<file path="src/rtl/game_pkg.sv">
// Shared game definitions: FSM state encoding and lives-bus defaults,
// so producers and consumers of lives/game_over decode them identically.
package game_pkg;

    // Lives-bus defaults
    localparam int LIVES_W_DEF     = 3;
    localparam int START_LIVES_DEF = 3;
    localparam int MAX_LIVES_DEF   = 7;

    // Player-life FSM encoding (2 bits)
    typedef enum logic [1:0] {
        ST_IDLE    = 2'd0,
        ST_PLAYING = 2'd1,
        ST_INVULN  = 2'd2,
        ST_DEAD    = 2'd3
    } life_state_t;

endpackage

</file>
<file path="src/rtl/invuln_timer.sv">
// Loadable down-counter for the post-hit grace window.
// Ports: clk, rst (sync, active-high), load (preset to LOAD_VAL),
//        en (count down, stops at zero), done (count == 0).
module invuln_timer #(
    parameter int TMR_W    = 26,
    parameter int LOAD_VAL = 49999999
) (
    input  logic clk,
    input  logic rst,
    input  logic load,
    input  logic en,
    output logic done
);

    localparam logic [TMR_W-1:0] LOAD = TMR_W'(LOAD_VAL);
    localparam logic [TMR_W-1:0] ONE  = TMR_W'(1);

    logic [TMR_W-1:0] count;

    always_ff @(posedge clk) begin
        if (rst) begin
            count <= '0;
        end else if (load) begin
            count <= LOAD;
        end else if (en && (count != '0)) begin
            count <= count - ONE;
        end
    end

    assign done = (count == '0);

endmodule

</file>
<file path="src/rtl/life_tracker.sv">
// Player life counter: turns start/hit/bonus pulses into a saturating
// life count with a post-hit grace window and a game-over flag.
// Ports: clk, rst (sync, active-high), start, hit, bonus (1-cycle
//        pulses); lives, invuln, life_lost, game_over (registered).
// Build option: define LIFE_BONUS_EN to enable bonus lives; otherwise
//        the bonus input is ignored and lives only decrease.
module life_tracker
    import game_pkg::*;
#(
    parameter int LIVES_W       = LIVES_W_DEF,
    parameter int START_LIVES   = START_LIVES_DEF,
    parameter int MAX_LIVES     = MAX_LIVES_DEF,
    parameter int INVULN_CYCLES = 50000000,
    parameter int TMR_W         = 26
) (
    input  logic               clk,
    input  logic               rst,
    input  logic               start,
    input  logic               hit,
    input  logic               bonus,
    output logic [LIVES_W-1:0] lives,
    output logic               invuln,
    output logic               life_lost,
    output logic               game_over
);

    localparam logic [LIVES_W-1:0] START_L = LIVES_W'(START_LIVES);
    localparam logic [LIVES_W-1:0] ONE     = LIVES_W'(1);

    life_state_t state;

    logic               bonus_act;
    logic [LIVES_W-1:0] lives_inc;

`ifdef LIFE_BONUS_EN
    localparam logic [LIVES_W-1:0] MAX_L = LIVES_W'(MAX_LIVES);

    assign bonus_act = bonus;
    assign lives_inc = (lives >= MAX_L) ? lives : lives + ONE;
`else
    logic unused_bonus;

    assign unused_bonus = bonus;
    assign bonus_act    = 1'b0;
    assign lives_inc    = lives;
`endif

    logic hit_ok;
    logic last_life;
    logic go_invuln;
    logic tmr_done;

    // A same-cycle bonus cancels the loss, so the last life survives.
    assign hit_ok    = (state == ST_PLAYING) && hit;
    assign last_life = (lives == ONE) && !bonus_act;
    assign go_invuln = hit_ok && !last_life;

    invuln_timer #(
        .TMR_W    (TMR_W),
        .LOAD_VAL (INVULN_CYCLES - 1)
    ) u_timer (
        .clk  (clk),
        .rst  (rst),
        .load (go_invuln),
        .en   (state == ST_INVULN),
        .done (tmr_done)
    );

    always_ff @(posedge clk) begin
        if (rst) begin
            state     <= ST_IDLE;
            lives     <= START_L;
            invuln    <= 1'b0;
            life_lost <= 1'b0;
            game_over <= 1'b0;
        end else begin
            life_lost <= 1'b0;
            unique case (state)
                ST_IDLE, ST_DEAD: begin
                    if (start) begin
                        state     <= ST_PLAYING;
                        lives     <= START_L;
                        invuln    <= 1'b0;
                        game_over <= 1'b0;
                    end
                end
                ST_PLAYING: begin
                    if (hit) begin
                        life_lost <= 1'b1;
                        if (bonus_act) begin
                            state  <= ST_INVULN;
                            invuln <= 1'b1;
                        end else if (lives == ONE) begin
                            lives     <= '0;
                            state     <= ST_DEAD;
                            game_over <= 1'b1;
                        end else begin
                            lives  <= lives - ONE;
                            state  <= ST_INVULN;
                            invuln <= 1'b1;
                        end
                    end else if (bonus_act) begin
                        lives <= lives_inc;
                    end
                end
                ST_INVULN: begin
                    if (bonus_act) begin
                        lives <= lives_inc;
                    end
                    if (tmr_done) begin
                        state  <= ST_PLAYING;
                        invuln <= 1'b0;
                    end
                end
                default: state <= ST_IDLE;
            endcase
        end
    end

endmodule

</file>
<file path="config.mk">
export PLATFORM = sky130hd
export DESIGN_NAME = life_tracker
export DESIGN_NICKNAME = d
export VERILOG_FILES = /design/src/rtl/game_pkg.sv /design/src/rtl/invuln_timer.sv /design/src/rtl/life_tracker.sv
export SDC_FILE = /design/constraint.sdc
export NUM_CORES = 1
export LEC_CHECK = 0
export CORE_AREA = 5 5 76 78
export CTS_CLUSTER_DIAMETER = 50
export DETAILED_ROUTE_END_ITERATION = 8
export DIE_AREA = 0 0 81 83
export GPL_TIMING_DRIVEN = 1
export PLACE_DENSITY = 0.67
export SLEW_MARGIN = 20
export SYNTH_ARGS = -nofsm -noshare
export SYNTH_HDL_FRONTEND = slang
export SYNTH_HIERARCHICAL = 1
export SYNTH_SLANG_ARGS = --single-unit
</file>
<file path="constraint.sdc">
create_clock -name clk -period 2.5 [get_ports clk]
set_clock_uncertainty 0.1 [all_clocks]
set_input_delay 0.5 -clock clk [delete_from_list [all_inputs] [get_ports clk]]
set_output_delay 0.5 -clock clk [all_outputs]
set_load 0.1 [all_outputs]
</file>
## Word level (Yosys, flattened, before mapping)

Cells that the tools add are included.

| word-level totals | value |
|---|---|
| output and inout bits | 6 |
| logic and storage cells | 56 |
| bits in registers | 34 |
| input bits | 5 |

| cells by class | value |
|---|---|
| $add $sub $neg | 2 |
| muxes and demuxes | 20 |
| reductions and logical operators | 16 |
| bitwise operators | 2 |
| equality and inequality tests | 9 |

Operator list:

| cell | count |
|---|---|
| $mux W26 | 2 |
| $logic_not A26 Y1 | 1 |
| $reduce_bool A26 Y1 | 1 |
| $sub A26 B1 Y26 const B | 1 |
| $ne A2 B2 Y1 const B | 5 |
| $mux W3 | 3 |
| $mux W1 | 8 |
| $reduce_and A4 Y1 | 2 |
| $mux W2 | 3 |
| $pmux W2 S3 | 1 |
| $pmux W3 S2 | 1 |
| $reduce_and A3 Y1 | 2 |
| $reduce_or A2 Y1 | 3 |
| $eq A2 B2 Y1 const B | 2 |
| $reduce_bool A2 Y1 | 2 |
| $eq A3 B1 Y1 const B | 1 |
| $logic_and A1 B1 Y1 | 3 |
| $pmux W1 S3 | 1 |
| $sub A3 B1 Y3 const B | 1 |
| $eq A2 B1 Y1 const B | 1 |
| $logic_not A2 Y1 | 1 |
| $not A1 Y1 | 2 |
| $pmux W1 S2 | 1 |
| $logic_not A1 Y1 | 1 |

## Logic depth before layout (Yosys ltp)

Gate-level depths: netlist of the first run.

| depth | value |
|---|---|
| depth after elaboration | 4 |
| gate-level depth with buffers | 8 |
| mapped depth without buffers | 8 |

## By module

Netlist of the first run, hierarchy kept.

By module, submodules not included:

| module | cells each | area each (um2) | instances | sequential area each (um2) |
|---|---|---|---|---|
| invuln_timer | 149 | 1440.1 | 1 | 520.5 |
| life_tracker | 60 | 515.5 | 1 | 160.2 |

## Worst setup path before layout of the first run

OpenSTA, ideal clock, no wires.

| timing | value |
|---|---|
| path kind | register to register |
| from | register lives[1] |
| to | register invuln |
| path slack | 77 ps |
| required time | 2314 ps |
| data arrival time | 2237 ps |
| cell stages (with the launch flop) | 6 |
| setup time | 86 ps |
| buffers on the path | 0 |
| period minus slack after synthesis | 2423 ps |
| cell sequence | dfxtp_1 inv_1 ha_1 nor2b_1 or4_1 a211oi_1 |

| on the way | value |
|---|---|
| word-level cells in the longest chain between the ends | 3 |

Ends and longest elaborated chain:

| element | line | source |
|---|---|---|
| start: declaration | life_tracker.sv:21 | `output logic [LIVES_W-1:0] lives,` |
| start signal: assignment | life_tracker.sv:98 | `lives <= lives - ONE;` |
| start signal: assignment | life_tracker.sv:103 | `lives <= lives_inc;` |
| start signal: assignment | life_tracker.sv:108 | `lives <= lives_inc;` |
| $eq A3 B1 Y1 | life_tracker.sv:93 | `end else if (lives == ONE) begin` |
| $ne A2 B2 Y1 (no source line) | n/a |  |
| $reduce_and A4 Y1 (no source line) | n/a |  |
| end signal: assignment | life_tracker.sv:92 | `invuln <= 1'b1;` |
| end signal: assignment | life_tracker.sv:100 | `invuln <= 1'b1;` |
| end signal: assignment | life_tracker.sv:112 | `invuln <= 1'b0;` |
| end: declaration | life_tracker.sv:22 | `output logic invuln,` |

Every way passes these cells.
A chain may end at the register's enable or synchronous reset.

## Worst setup path in the final report of the first run

| timing | value |
|---|---|
| from | register u_timer.count[20] |
| to | register invuln |

| on the way | value |
|---|---|
| word-level cells in the longest chain between the ends | 3 |

Ends and longest elaborated chain:

| element | line | source |
|---|---|---|
| start: declaration | invuln_timer.sv:18 | `logic [TMR_W-1:0] count;` |
| start signal: assignment | invuln_timer.sv:26 | `count <= count - ONE;` |
| $logic_not A26 Y1 | invuln_timer.sv:30 | `assign done = (count == '0);` |
| net tmr_done | life_tracker.sv:51 | `logic tmr_done;` |
| $ne A2 B2 Y1 (no source line) | n/a |  |
| $reduce_and A4 Y1 (no source line) | n/a |  |
| end signal: assignment | life_tracker.sv:73 | `invuln <= 1'b0;` |
| end signal: assignment | life_tracker.sv:83 | `invuln <= 1'b0;` |
| end signal: assignment | life_tracker.sv:92 |  |

The timed path passes the listed nets, and every way through them passes these cells.

==> out/results.ini, run 1 <==
[critical_path]
critPathArrivalTime_ns = 2.34
r2r-start = u_timer/count[20]$_SDFFE_PP0P_
end_kind = flop
worstReg2RegEnd = invuln$_SDFFE_PP0P_
cp-start-kind = flop
path_class = flop to flop
crit_fanout = 6
crit_start = u_timer/count[20]$_SDFFE_PP0P_
r2r_slack_ns = 0.26
reg2reg_depth = 6
critPathRequiredTime_ns = 2.60

[clocking]
clock-sinks = 34
cts_setup_buffers = 0
numCtsBuffers = 5
clk_pin_slew_ns = 0.06
clk_path_buf_depth = 2
postCtsHoldBufs = 0
htree_levels = 2
clock-root-buffer = clkbuf_8
cts_tree = built
clk_latency_ns = 0.28
ctsResizeCount = 0

[finish]
drive_gt1_frac = 0.193
fin_util = 0.445
nNetsFinal = 239
multi_input_comb_area_mm2 = 0.00120
fin_area_mm2 = 0.00223
antenna_cells = 0
instances_no_fill = 298
seq_area_um2 = 681
n_fill_cell = 513
syn2layout_area_growth_pct = 13.9

[yosys]
yosys.area_share.simple = 0.297
netlist_area_mm2 = 0.00196
yosys.area_share.adder = 0.0384
synth_area_leader_cell = dfxtp_1
muxShareOfSynthArea = 0.00512
syn_avg_cell_area_um2 = 9.36
synth_edf_count = 0
yosysUniqueCellTypes = 53
synth_top_family_by_area = simple AND/OR/NAND/NOR gates
ys_seq_area_frac = 0.348
synth_compound_area_frac = 0.209
yosys_warnings = 6
synth.most_common_cell = dfxtp_1
ys_ff_latch = 34
syn-num-nets = 220
synthXorXnorAreaFrac = 0.0627
async_flop_share = 0
synth.top_cells.by_count = dfxtp_1 (34), a21oi_1 (16), nor2_1 (13)
syn_inst = 209
synthFlopType = dfxtp_1
netlist_top_cells_area = dfxtp_1 (35%), xnor2_1 (4.5%), a21oi_1 (4.1%), ha_1 (3.8%), a31oi_1 (3.2%)
synth.top_cell.area_share = 0.348

[placement]
place_hpwl_um = 2790
placed_cells = 291
gp_routability_congestion = 0.804
placed_area_mm2 = 0.00215
port_buffers = 9
pre_cts_slack_ns = 0.269

[detailed_routing]
vias_per_cell = 5.44
num_vias = 1621
drc = 0
wire_per_inst_um = 13.1
firstDrtPassIters = 4
drt-initial-drc-count = 77
antenna_left = 0
wirelength_um = 3890

[global_routing]
antenna_found_initial = 0
grt_usage = 0.133
grt_pass1_vias = 1614
globalRouteOverflowTotal = 0
grt_max_degree = 15
grt_pass1_wl_um = 7310

[power_and_ir_drop]
ir_worst_vdd_v = 0.000662
power.leakage_nw = 0.814
p_switching_mw = 1.42
p_per_area_mw_per_mm2 = 1380
combPwrFrac = 0.589
share_seq_of_total_power = 0.290
p_int_mw = 1.65
power_frac_clock = 0.121
p_sw_frac = 0.463

[timing]
slew_viol_final = 0
maxSlewHeadroom = 0.665
layout_setup_ws_ns = 0.260
hold_violations = 0
setup_viol = 0
rsz0062_at_grt = no
tns_ns = 0
clock.fmax_mhz = 446
min_period_over_period = 0.896
worst_slew_pin_slew_ns = 0.490
timing.final.crit_period_ns = 2.24

[worst_hold_path]
hold_path_class = flop to flop
min_path_cells = 2
hp-start = invuln$_SDFFE_PP0P_
min_to = invuln$_SDFFE_PP0P_

[floorplanning]
die-area_mm2 = 0.00672
rows = 26
coreArea_mm2 = 0.00501
pin_count = 11
start_util = 0.390
die_x_um = 81
dieHeight_um = 83

[outcome]
status = complete, no violations

[flow_run]
drv_cap = 0

[power by group through the flow]
stage | combinational [mW] | clock, mW | sequential (mW)
after floorplan | 1.26 | 0 | 1.03
final | 1.81 | 0.372 | 0.890
after global placement | 1.81 | 0 | 0.892
after CTS | 1.83 | 0.388 | 0.886
after detailed placement | 1.82 | 0 | 0.896
after global routing | 2.02 | 0.415 | 0.919
[kinds of logic (layout without fill, tap and decap cells)]
kind of cell | after synthesis | count (layout)
compound gates | 59 | 59
xor+xnor | 14 | 14
fa+ha+maj | 6 | 6
buf+inv | 17 | 36
flops | 34 | 34
mux | 1 | 1
simple gates | 78 | 78
[worst max-delay path: stages (launching register included)]
cell      delay [ns]
dfxtp_1         0.36
or4_4           0.59
nand4b_4        0.23
nor2_1          0.16
nor2b_1         0.10
or4_1           0.40
a211oi_1        0.22
[worst max-delay path by stage]
stage	to	depth (start not counted)
2_1_floorplan	invuln$_SDFFE_PP0P_	5
3_3_place_gp	invuln$_SDFFE_PP0P_	9
3_5_place_dp	invuln$_SDFFE_PP0P_	6
6_report	invuln$_SDFFE_PP0P_	6
4_1_cts	invuln$_SDFFE_PP0P_	9
5_1_grt	invuln$_SDFFE_PP0P_	9
[layer usage]
metal / GRT usage / up-vias / wire (um) / share of wire
met2: 0.209 / 19 / 1790 / 0.46
met3: 0.0325 / 3 / 158 / 0.041
met5: 0 / - / 0 / 0
met4: 0.0415 / 0 / 19 / 0.0049
li1: - / 834 / - / -
met1: 0.178 / 765 / 1930 / 0.49
[registers in the layout (all words and copies together), names as in the netlist]
signal / count
state: 2
lives: 3
u_timer/count: 26
invuln: 1
life_lost: 1
game_over: 1
[cell usage in the layout (no fill, tap or decap), types with 2 or more instances in the layout]
cell type,instances
a2111oi_0,2
a211oi_1,4
a21oi_1,16
a31oi_1,10
buf_4,16
clkbuf_1,2
clkbuf_8,5
clkdlybuf4s50_1,3
dfxtp_1,34
ha_1,6
inv_1,9
nand2_1,5
nand2b_1,4
nand3_2,2
nand3b_1,2
nand4_1,2
nor2_1,13
nor2b_1,4
nor3_1,4
nor3_2,2
nor3b_1,2
nor4_1,5
nor4_4,2
nor4b_1,2
o2111ai_1,3
o211ai_1,2
o21ai_0,5
o21ai_1,3
o31ai_1,6
o41ai_1,2
or2_2,2
or3_1,6
or3_2,4
or4_1,5
or4_4,3
xnor2_1,10
xor2_1,4
[cell type report]
type	count	share of cell area
clock buffer	7	0.0343
inverter	10	0.0168
multi-input combinational	158	0.537
sequential	34	0.305
tap	70	0.0393
timing repair buffer	19	0.0674
[stage by stage]
stage | hold slack (ns) | power, mW
2_1_floorplan | 0.365 | 2.29
3_5_place_dp | 0.358 | 2.72
5_1_grt | 0.398 | 3.36
4_1_cts | 0.368 | 3.10
3_3_place_gp | 0.351 | 2.70
6_report | 0.365 | 3.07
Power figures use the tool's default switching activity.
==> inputs of run 2 (changes only) <==
- CORE_AREA: 5 5 76 78 -> 5 5 74 76
- DIE_AREA: 0 0 81 83 -> 0 0 79 81
- MAX_ROUTING_LAYER: unset -> met4
- PLACE_DENSITY: 0.67 -> unset
- SYNTH_HIERARCHICAL: 1 -> unset
==> run 2 against run 1 <==
Critical path depth decreased by 1. Final area fell by 6.7%. Register-to-register slack about the same. Via count shrank 4.0%. Synthesized cell count down 0.48%. Non-clock buffer count down 1. Critical endpoint is now u_timer.count[21]$_SDFFE_PP0P_. Worst setup slack improved by 0.0089 ns.
==> out/results.ini, run 2 <==
[outcome]
status = complete, no violations

[power_and_ir_drop]
p_sw_frac = 0.451  ; -0.0118
ir_worst_vdd_v = 0.000439  ; -34%
power_frac_clock = 0.183  ; +0.062
p_per_area_mw_per_mm2 = 1350  ; -2.2%
power.leakage_nw = 0.771  ; -5.2%
power_mw = 2.80  ; -8.7%
combPwrFrac = 0.510  ; -0.079
p_switching_mw = 1.26  ; -11%
p_int_mw = 1.54  ; -6.7%
share_seq_of_total_power = 0.306  ; +0.016

[timing]
hold_violations = 0  ; unchanged
layout_setup_ws_ns = 0.269  ; +0.00888 ns
tns_ns = 0  ; unchanged
rsz0062_at_grt = no
timing.final.crit_period_ns = 2.23  ; -0.00888 ns
setup_viol = 0  ; unchanged
worst_slew_pin_slew_ns = 0.492  ; +0.00268 ns
min_period_over_period = 0.893  ; -0.00355
clock.fmax_mhz = 448  ; +0.40%
maxSlewHeadroom = 0.669  ; +0.00413
slew_viol_final = 0  ; unchanged

[critical_path]
crit_path_top_delay_cell = or4_1
path_class = flop to flop
critPathArrivalTime_ns = 2.31  ; -0.03 ns
cp_cell_sequence = or4_1 -> or4_4 -> a311oi_2 -> xnor2_1 -> a21oi_1
cp-start-kind = flop
critPathRequiredTime_ns = 2.58  ; -0.02 ns
max_stage_delay_ns = 0.66  ; +0.07 ns
crit_fanout = 7  ; +1
end_kind = flop

[floorplanning]
rows = 25  ; -3.8%
die-area_mm2 = 0.00640  ; -4.8%
start_util = 0.388  ; -0.00190
dieHeight_um = 81  ; -2.4%
pin_count = 11  ; unchanged
die_x_um = 79  ; -2.5%
coreArea_mm2 = 0.00466  ; -7.0%

[finish]
largest_register_ff_count = 26  ; unchanged
reg_top3 = u_timer.count: 26 flops, lives: 3 flops, state: 2 flops
n_fill_cell = 478  ; -6.8%
nNetsFinal = 234  ; -2.1%
fin_util = 0.446  ; +0.00137
multi_input_comb_area_mm2 = 0.00103  ; -14%
drive_gt1_frac = 0.160  ; -0.0330
antenna_cells = 0  ; unchanged
layout_commonest_cell = dfxtp_1
fin_area_mm2 = 0.00208  ; -6.7%
top_register = u_timer.count
seq_area_um2 = 681  ; unchanged
syn2layout_area_growth_pct = 14.9
final_cell_mix = dfxtp_1 (34), a21oi_1 (17), buf_4 (15)

[yosys]
yosys_warnings = 0  ; -6
synth_area_leader_cell = dfxtp_1
synth_edf_count = 0  ; unchanged
ys_seq_area_frac = 0.376  ; +0.0279
syn_inst = 208  ; -0.48%
synth.most_common_cell = dfxtp_1
syn-num-nets = 218  ; -0.91%
synth.top_cells.by_count = dfxtp_1 (34), a21oi_1 (17), nor2_1 (13), o21ai_0 (13), inv_1 (12)
yosysUniqueCellTypes = 47  ; -11%
ys_ff_latch = 34  ; unchanged
synthFlopType = dfxtp_1
async_flop_share = 0  ; unchanged
syn_avg_cell_area_um2 = 8.70  ; -7.0%
netlist_top_cells_area = dfxtp_1 (38%), a21oi_1 (4.7%), xor2_1 (4.4%), o21ai_0 (3.6%), a31oi_1 (3.5%)
synth.top_cell.area_share = 0.376  ; +0.0279
netlist_area_mm2 = 0.00181  ; -7.4%

[clocking]
ctsResizeCount = 0  ; unchanged
cts_setup_buffers = 0  ; unchanged
numCtsBuffers = 5  ; unchanged
postCtsHoldBufs = 0  ; unchanged
clk_latency_ns = 0.29  ; about the same
cts_tree = built
clock-sinks = 34  ; unchanged
clk_path_buf_depth = 2  ; unchanged
htree_levels = 2  ; unchanged
clk_pin_slew_ns = 0.08  ; +0.02 ns
clock-root-buffer = clkbuf_8

[placement]
gp_routability_congestion = 0.790  ; -1.7%
port_buffers = 9  ; unchanged
pre_cts_slack_ns = 0.275  ; +0.00559 ns
place_hpwl_um = 2700  ; -3.1%
placed_area_mm2 = 0.00197  ; -8.7%

[detailed_routing]
num_vias = 1556  ; -4.0%
antenna_left = 0  ; unchanged
routed-wl-met2_um = 1770  ; -1.1%
drt-initial-drc-count = 61  ; -21%
top_layer_used = met4
wirelength_um = 3910  ; +0.44%
met3_length_um = 95  ; -40%
wire_per_inst_um = 14.0  ; +7.3%
firstDrtPassIters = 4  ; unchanged
drc = 0  ; unchanged
vias_per_cell = 5.58  ; +2.5%
wl_met1_um = 1980  ; +3.0%

[global_routing]
grt_max_degree = 19  ; +4
grt_usage = 0.140  ; +0.00696
grt_pass1_vias = 1457  ; -9.7%
antenna_found_initial = 0  ; unchanged
grt_pass1_wl_um = 6930  ; -5.2%
globalRouteOverflowTotal = 0  ; unchanged

[worst_hold_path]
hold_path_class = flop to flop

[flow_run]
drv_cap = 0  ; unchanged

-- run 2: cell types whose count changed after synthesis, sizes merged, moves of 4 or more --
cell / delta
nand2b: -4
a211oi: -4
xnor2: -7
o211ai: +5
xor2: +5
o21ai: +7
-- run 2: area by class of cell --
type | instances | area share
Clock buffer | 5 | 0.0331
Clock inverter | 3 | 0.0217
Inverter | 12 | 0.0217
Multi-Input combinational cell | 153 | 0.495
Sequential cell | 34 | 0.327
Tap cell | 54 | 0.0325
Timing Repair Buffer | 18 | 0.0686
-- run 2: critical path, delay by kind of cell (launching register included) --
family | cells | cell delay, ns
flip-flops | 1 | 0.36
AND/OR/NAND/NOR | 2 | 1.18
XOR/XNOR | 1 | 0.15
AO/OA/AOI/OAI | 2 | 0.32
-- run 2: through the flow --
step,hold slack [ns],cells
after floorplan,0.379,208
after global placement,0.389,271
after detailed placement,0.385,271
after CTS,0.407,279
after global routing,0.447,279
final,0.403,279
-- run 2: worst paths after layout --
check / start / to / slack (ns) / cells after the start
setup / recovery: u_timer.count[12]$_SDFFE_PP0P_ / u_timer.count[21]$_SDFFE_PP0P_ / 0.27 / 5
setup reg to reg: u_timer.count[12]$_SDFFE_PP0P_ / u_timer.count[21]$_SDFFE_PP0P_ / 0.27 / 5
hold / removal: game_over$_SDFFE_PP0P_ / game_over$_SDFFE_PP0P_ / 0.40 / 2
hold reg to reg: game_over$_SDFFE_PP0P_ / game_over$_SDFFE_PP0P_ / 0.40 / 2
-- run 2: power by group through the flow --
| stage | logic [mW] | clock network (mW) | registers, mW |
|---|---|---|---|
| floorplan | 1.02 | 0 | 0.967 |
| global placement | 1.41 | 0 | 0.867 |
| detailed placement | 1.44 | 0 | 0.871 |
| CTS | 1.44 | 0.531 | 0.858 |
| global route | 1.61 | 0.557 | 0.890 |
| finish | 1.43 | 0.514 | 0.858 |
-- run 2: logic make-up after synthesis --
| family | count (synthesis) | synth area share |
|---|---|---|
| muxes | 1 | 0.00622 |
| AOI/OAI and AO/OA | 65 | 0.229 |
| xor gates and xnor gates | 12 | 0.0581 |
| DFF | 34 | 0.376 |
| and+or+nand+nor | 70 | 0.241 |
| buffers and inverters | 21 | 0.0553 |
| adders and majority gates | 5 | 0.0346 |
-- run 2: per-layer routing --
metal,vias to the layer above,track usage
li1,822,-
met1,713,0.176
met2,16,0.220
met3,5,0.0366
met4,0,0.0464
met5,-,-
==> edit 1, RTL diff (settings of run 2) <==
Register the inputs `start` and `hit` before use, cleared by the reset. The logic sees them one clock later. The other inputs are not delayed to match. Comments in the files are not updated.
--- a/src/rtl/life_tracker.sv
+++ b/src/rtl/life_tracker.sv
@@ -28,4 +28,17 @@
     localparam logic [LIVES_W-1:0] ONE     = LIVES_W'(1);
 
+    logic start_q;
+    logic hit_q;
+
+    always_ff @(posedge clk) begin
+        if (rst) begin
+            start_q <= '0;
+            hit_q   <= '0;
+        end else begin
+            start_q <= start;
+            hit_q   <= hit;
+        end
+    end
+
     life_state_t state;
 
@@ -52,5 +65,5 @@
 
     // A same-cycle bonus cancels the loss, so the last life survives.
-    assign hit_ok    = (state == ST_PLAYING) && hit;
+    assign hit_ok    = (state == ST_PLAYING) && hit_q;
     assign last_life = (lives == ONE) && !bonus_act;
     assign go_invuln = hit_ok && !last_life;
@@ -78,5 +91,5 @@
             unique case (state)
                 ST_IDLE, ST_DEAD: begin
-                    if (start) begin
+                    if (start_q) begin
                         state     <= ST_PLAYING;
                         lives     <= START_L;
@@ -86,5 +99,5 @@
                 end
                 ST_PLAYING: begin
-                    if (hit) begin
+                    if (hit_q) begin
                         life_lost <= 1'b1;
                         if (bonus_act) begin
Function: changed (a bounded check fails within 4 cycles, from zero or initial values and one cycle with rst high).
==> edit 1 against run 2 <==
- synthesized area increased by 2.1%
- worst hold slack lost 18 ps
- first-iteration DRC count is 15% lower
- routed wire length fell by 2.4%
- sequential cell count increased by 2
- critical path depth unchanged
- power rose by 3.4%
- via count fell by 1.2%
- sequential share of layout area is 1.4 points higher
- count of clock-buffer cells in the layout up 3
- final area up 1.7%
- clock power fell by 17%
- setup slack got worse by 190 ps
- largest power group unchanged
==> edit 1: results (changes against run 2) <==
* Maximum VDD drop at 0.626 mV (was 0.439 mV)
* Worst slew margin at 0.653 (was 0.669)
* First-pass GRT wire length at 6560 um (was 6930 um)
* Biggest regs: u_timer.count: 26 flops, lives: 3 flops, state: 2 flops (unchanged)
* Cells after DPL at 268 (was 271)
* Drt total wl at 3820 um (was 3910 um)
* Leading post-synthesis cells by cell area: dfxtp_1 (39%), xor2_1 (7.1%), a21oi_1 (5.1%) (was dfxtp_1 (38%), a21oi_1 (4.7%), xor2_1 (4.4%))
* Max incr delay on CP at 700 ps (was 660 ps)
* Leak pwr at 0.000804 uW (was 0.000771 uW)
* Crit path max-delay family: simple AND/OR/NAND/NOR gates (unchanged)
* Placer congestion estimate at 0.786 (was 0.790)
* Layout cells sized above 1 at 0.180 (was 0.160)
* Hold crit path type: register to register (unchanged)
* Cts repair resizes at 0 (unchanged)
* TritonRoute pass-1 iters at 4 (unchanged)
* Post CTS Setup Buffer Count at 0 (unchanged)
* Syn nets at 216 (was 218)
* Syn Inst Count at 206 (was 208)
* Nets at 231 (was 234)
* Post-route insts no fill at 276 (was 279)
* Starting DRC count in detailed routing at 52 (was 61)
* Diodes inserted at 0 (unchanged)
* Final HPWL DP at 2630 um (was 2700 um)
* CP max stage cell: or4b_4 (was or4_1)
* H-tree levels at 2 (unchanged)
* Largest net degree at the start of global routing at 29 (was 19)
* CP arrival at 2530 ps (was 2310 ps)
* Root Driver: clkbuf_8 (unchanged)
* Netlist cell types at 45 (was 47)
* Clk buf depth at 2 (unchanged)
* Tot GR Track Use at 0.135 (was 0.140)
* Number of remaining DRC errors at 0 (unchanged)
* Hold WS at 385 ps (was 403 ps)
* CTS buffer count at 5 (unchanged)
* Fraction of registers with async set/reset at 0 (unchanged)
* Post-Place Worst Slack at 73.1 ps (was 275 ps)
* Outcome: finished, final reports clean (unchanged)
* Vias at 1,537 (was 1,556)
* Max FO, Critical Path at 17 (was 7)
* Synth Warn # at 0 (unchanged)
* Most common library cells after synthesis: dfxtp_1 (36), a21oi_1 (19), nor2_1 (18) (was dfxtp_1 (34), a21oi_1 (17), nor2_1 (13), o21ai_0 (13), inv_1 (12))
* CTS clock-pin slew for the worst setup and hold paths at about 70 ps
* Register area share after synthesis at 0.390 (was 0.376)
edit 1: report_power, final:
group	internal (uW)	total [uW]	switching, uW
Sequential	705	821	116
Clock	225	428	203
Combinational	640	1650	1010
Total	1570	2900	1330
edit 1: layout make-up:
| type | instances | area [sq um] |
|---|---|---|
| Inverter | 10 | 37.5 |
| Multi-Input combinational cell | 149 | 1050 |
| Timing Repair Buffer | 19 | 150 |
| Tap cell | 54 | 67.6 |
| Sequential cell | 36 | 722 |
| Clock buffer | 8 | 90.1 |
| Fill cell | 462 | 2550 |
edit 1: tightest hold or removal path: stages, from the launching register on:
cell     delay [ps]
dfxtp_1         310
o41ai_1          50
a31oi_1          70
edit 1: cells by family (layout without fill, tap and decap cells):
kind of cell | count (synthesis) | after routing | synth area share
compound gates | 58 | 58 | 0.212
mux | 1 | 1 | 0.00541
xor+xnor | 16 | 16 | 0.0758
simple gates | 69 | 69 | 0.230
buf+inv | 21 | 37 | 0.0528
fa+ha+maj | 5 | 5 | 0.0338
flops | 36 | 36 | 0.390
edit 1: worst paths after layout:
path,depth (start not counted),slack (ps),start,endpoint
max reg2reg,5,80,u_timer.count[13],u_timer.count[1]
min,2,380,u_timer.count[6],u_timer.count[6]
min reg2reg,2,380,u_timer.count[6],u_timer.count[6]
max,5,80,u_timer.count[13],u_timer.count[1]
edit 1: stage by stage:
stage	setup TNS, ps	cell area, sq um
after global placement	0	2010
after floorplan	0	1850
after CTS	0	2100
final	0	2110
after detailed placement	0	2010
after global routing	-24.3	2110
edit 1: routing by layer:
layer / GRT usage / routed length, um / vias to the layer above
li1: - / - / 792
met1: 0.168 / 1960 / 727
met2: 0.209 / 1720 / 11
met3: 0.0299 / 71 / 7
met4: 0.0619 / 70 / 0
met5: - / 0 / -
==> edit 2, RTL diff (settings of run 2) <==
Made on the original files. The option `LIFE_BONUS_EN` is turned on by a define.
--- a/src/rtl/life_tracker.sv
+++ b/src/rtl/life_tracker.sv
@@ -5,4 +5,6 @@
 // Build option: define LIFE_BONUS_EN to enable bonus lives; otherwise
 //        the bonus input is ignored and lives only decrease.
+`define LIFE_BONUS_EN
+
 module life_tracker
     import game_pkg::*;
Check against the original RTL: not equivalent (Yosys sat finds a counterexample within 4 cycles, from zero or initial values and one cycle with rst high).
==> edit 2 against run 2 <==
- worst hold slack got worse by 1.2 ps
- power grew 5.2%
- routed wire length increased by 15%
- count of clock-buffer cells in the layout stayed put
- synthesized area grew 9.7%
- fmax down 3.1%
- die area unchanged
- setup slack worse by 71 ps
- first-iteration DRC count rose by 36%
- critical path depth up 2
- sequential cell count unchanged
- highest routed layer unchanged
- final area is 7.0% higher
==> edit 2: results (changes against run 2) <==
* Final HPWL DP at 3280 um (was 2700 um)
* First-pass GRT wire length at 7760 um (was 6930 um)
* Syn nets at 245 (was 218)
* Max incr delay on CP at 390 ps (was 660 ps)
* Worst R2R Path Depth at 7 (was 5)
* Startpoint Class: register (unchanged)
* Placer congestion estimate at 0.921 (was 0.790)
* Worst skew pair latency at 280 ps
* CTS buffer count at 5 (unchanged)
* Largest net degree at the start of global routing at 27 (was 19)
* I/O Buffers at 10 (was 9)
* Biggest regs: u_timer.count: 26 flops, lives: 3 flops, state: 2 flops (unchanged)
* Synth Warn # at 0 (unchanged)
* Netlist cell types at 53 (was 47)
* Diodes inserted at 0 (unchanged)
* Initial antenna violation count at 0 (unchanged)
* Post CTS Setup Buffer Count at 0 (unchanged)
* Maximum VDD drop at 0.710 mV (was 0.439 mV)
* Tot GR Track Use at 0.155 (was 0.140)
* Hold crit path type: register to register (unchanged)
* Drt total wl at 4510 um (was 3910 um)
* Register area share after synthesis at 0.343 (was 0.376)
* Hold Crit Depth at 2 (unchanged)
* Layout fillers at 457 (was 478)
* Starting DRC count in detailed routing at 83 (was 61)
* Leading post-synthesis cells by cell area: dfxtp_1 (34%), a21oi_1 (4.8%), ha_1 (4.4%) (was dfxtp_1 (38%), a21oi_1 (4.7%), xor2_1 (4.4%))
* Cts repair resizes at 0 (unchanged)
* Most common library cells after synthesis: dfxtp_1 (34), a21oi_1 (19), nor2_1 (17) (was dfxtp_1 (34), a21oi_1 (17), nor2_1 (13), o21ai_0 (13), inv_1 (12))
* Max FO, Critical Path at 8 (was 7)
* Clk buf depth at 2 (unchanged)
* Outcome: finished, final reports clean (unchanged)
* Vias in the first global route at 1,622 (was 1,457)
* Layout cells sized above 1 at 0.167 (was 0.160)
* Worst-margin pin slew at 523 ps (was 492 ps)
* Root Driver: clkbuf_8 (unchanged)
* Fraction of registers with async set/reset at 0 (unchanged)
* Post-Place Worst Slack at 70.6 ps (was 275 ps)
* R2R setup slack at 200 ps (was 270 ps)
* Nets at 258 (was 234)
* Vias per cell at 5.96 (was 5.58)
* CP arrival at 2340 ps (was 2310 ps)
* CTS clock-pin slew for the worst setup and hold paths at around 70 ps
* Fin crit share at 0.921 (was 0.893)
* Startpoint of the worst hold path: state[1] (was game_over)
* Leak pwr at 0.000800 uW (was 0.000771 uW)
* CP max stage cell: nor3b_1 (was or4_1)
* TritonRoute pass-1 iters at 4 (unchanged)
* R2R Path Start: u_timer.count[0] (was u_timer.count[12])
-- edit 2: final timing paths --
path / endpoint
worst min register to register: state[1]
worst min-delay path: state[1]
worst max register to register: state[0]
worst max-delay path: state[0]
-- edit 2: per-layer routing --
metal  part of all wire  up-vias  global-route usage
met4              0.013        0              0.0481
met3              0.035        9              0.0366
met2               0.45       35               0.242
met1               0.50      839               0.200
met5                  0        -                   -
li1                   -      906                   -
-- edit 2: worst reg2reg max path, stage by stage (launching register included) --
cell	delay [ps]
dfxtp_1	350
inv_1	70
ha_1	170
nor3b_1	390
nand4_1	340
o21a_1	390
nor3_2	240
a311oi_1	110
-- edit 2: cell type report --
class / count / share of cell area
multi-input cells: 177 / 0.548
flip-flops and latches: 34 / 0.307
repair buffers: 16 / 0.0585
clock buffers: 5 / 0.0309
well taps: 54 / 0.0304
inverters: 12 / 0.0202
clock inverters: 2 / 0.00450
-- edit 2: logic make-up (layout without fill, tap and decap cells) --
logic type,after synthesis,in the layout,synth area share
adders and majority gates,7,7,0.0441
DFF,34,34,0.343
xor gates and xnor gates,11,11,0.0485
AOI/OAI and AO/OA,69,69,0.223
buffers and inverters,22,35,0.0434
and+or+nand+nor,90,90,0.298
-- edit 2: report_power, final --
group / internal, uW / switching [uW] / total [uW]
clock network: 187 / 190 / 376
logic: 617 / 1040 / 1650
registers: 711 / 211 / 921
-- edit 2: per-stage QoR --
step,area [sq um],utilization,hold slack [ps],total power (uW),std cells
6_report,2220,0.477,401,2950,300
3_3_place_gp,2150,0.460,397,2560,293
2_1_floorplan,1990,-,368,2190,233
5_1_grt,2220,0.477,449,3200,300
4_1_cts,2220,0.477,409,2960,300
3_5_place_dp,2150,0.460,398,2570,293
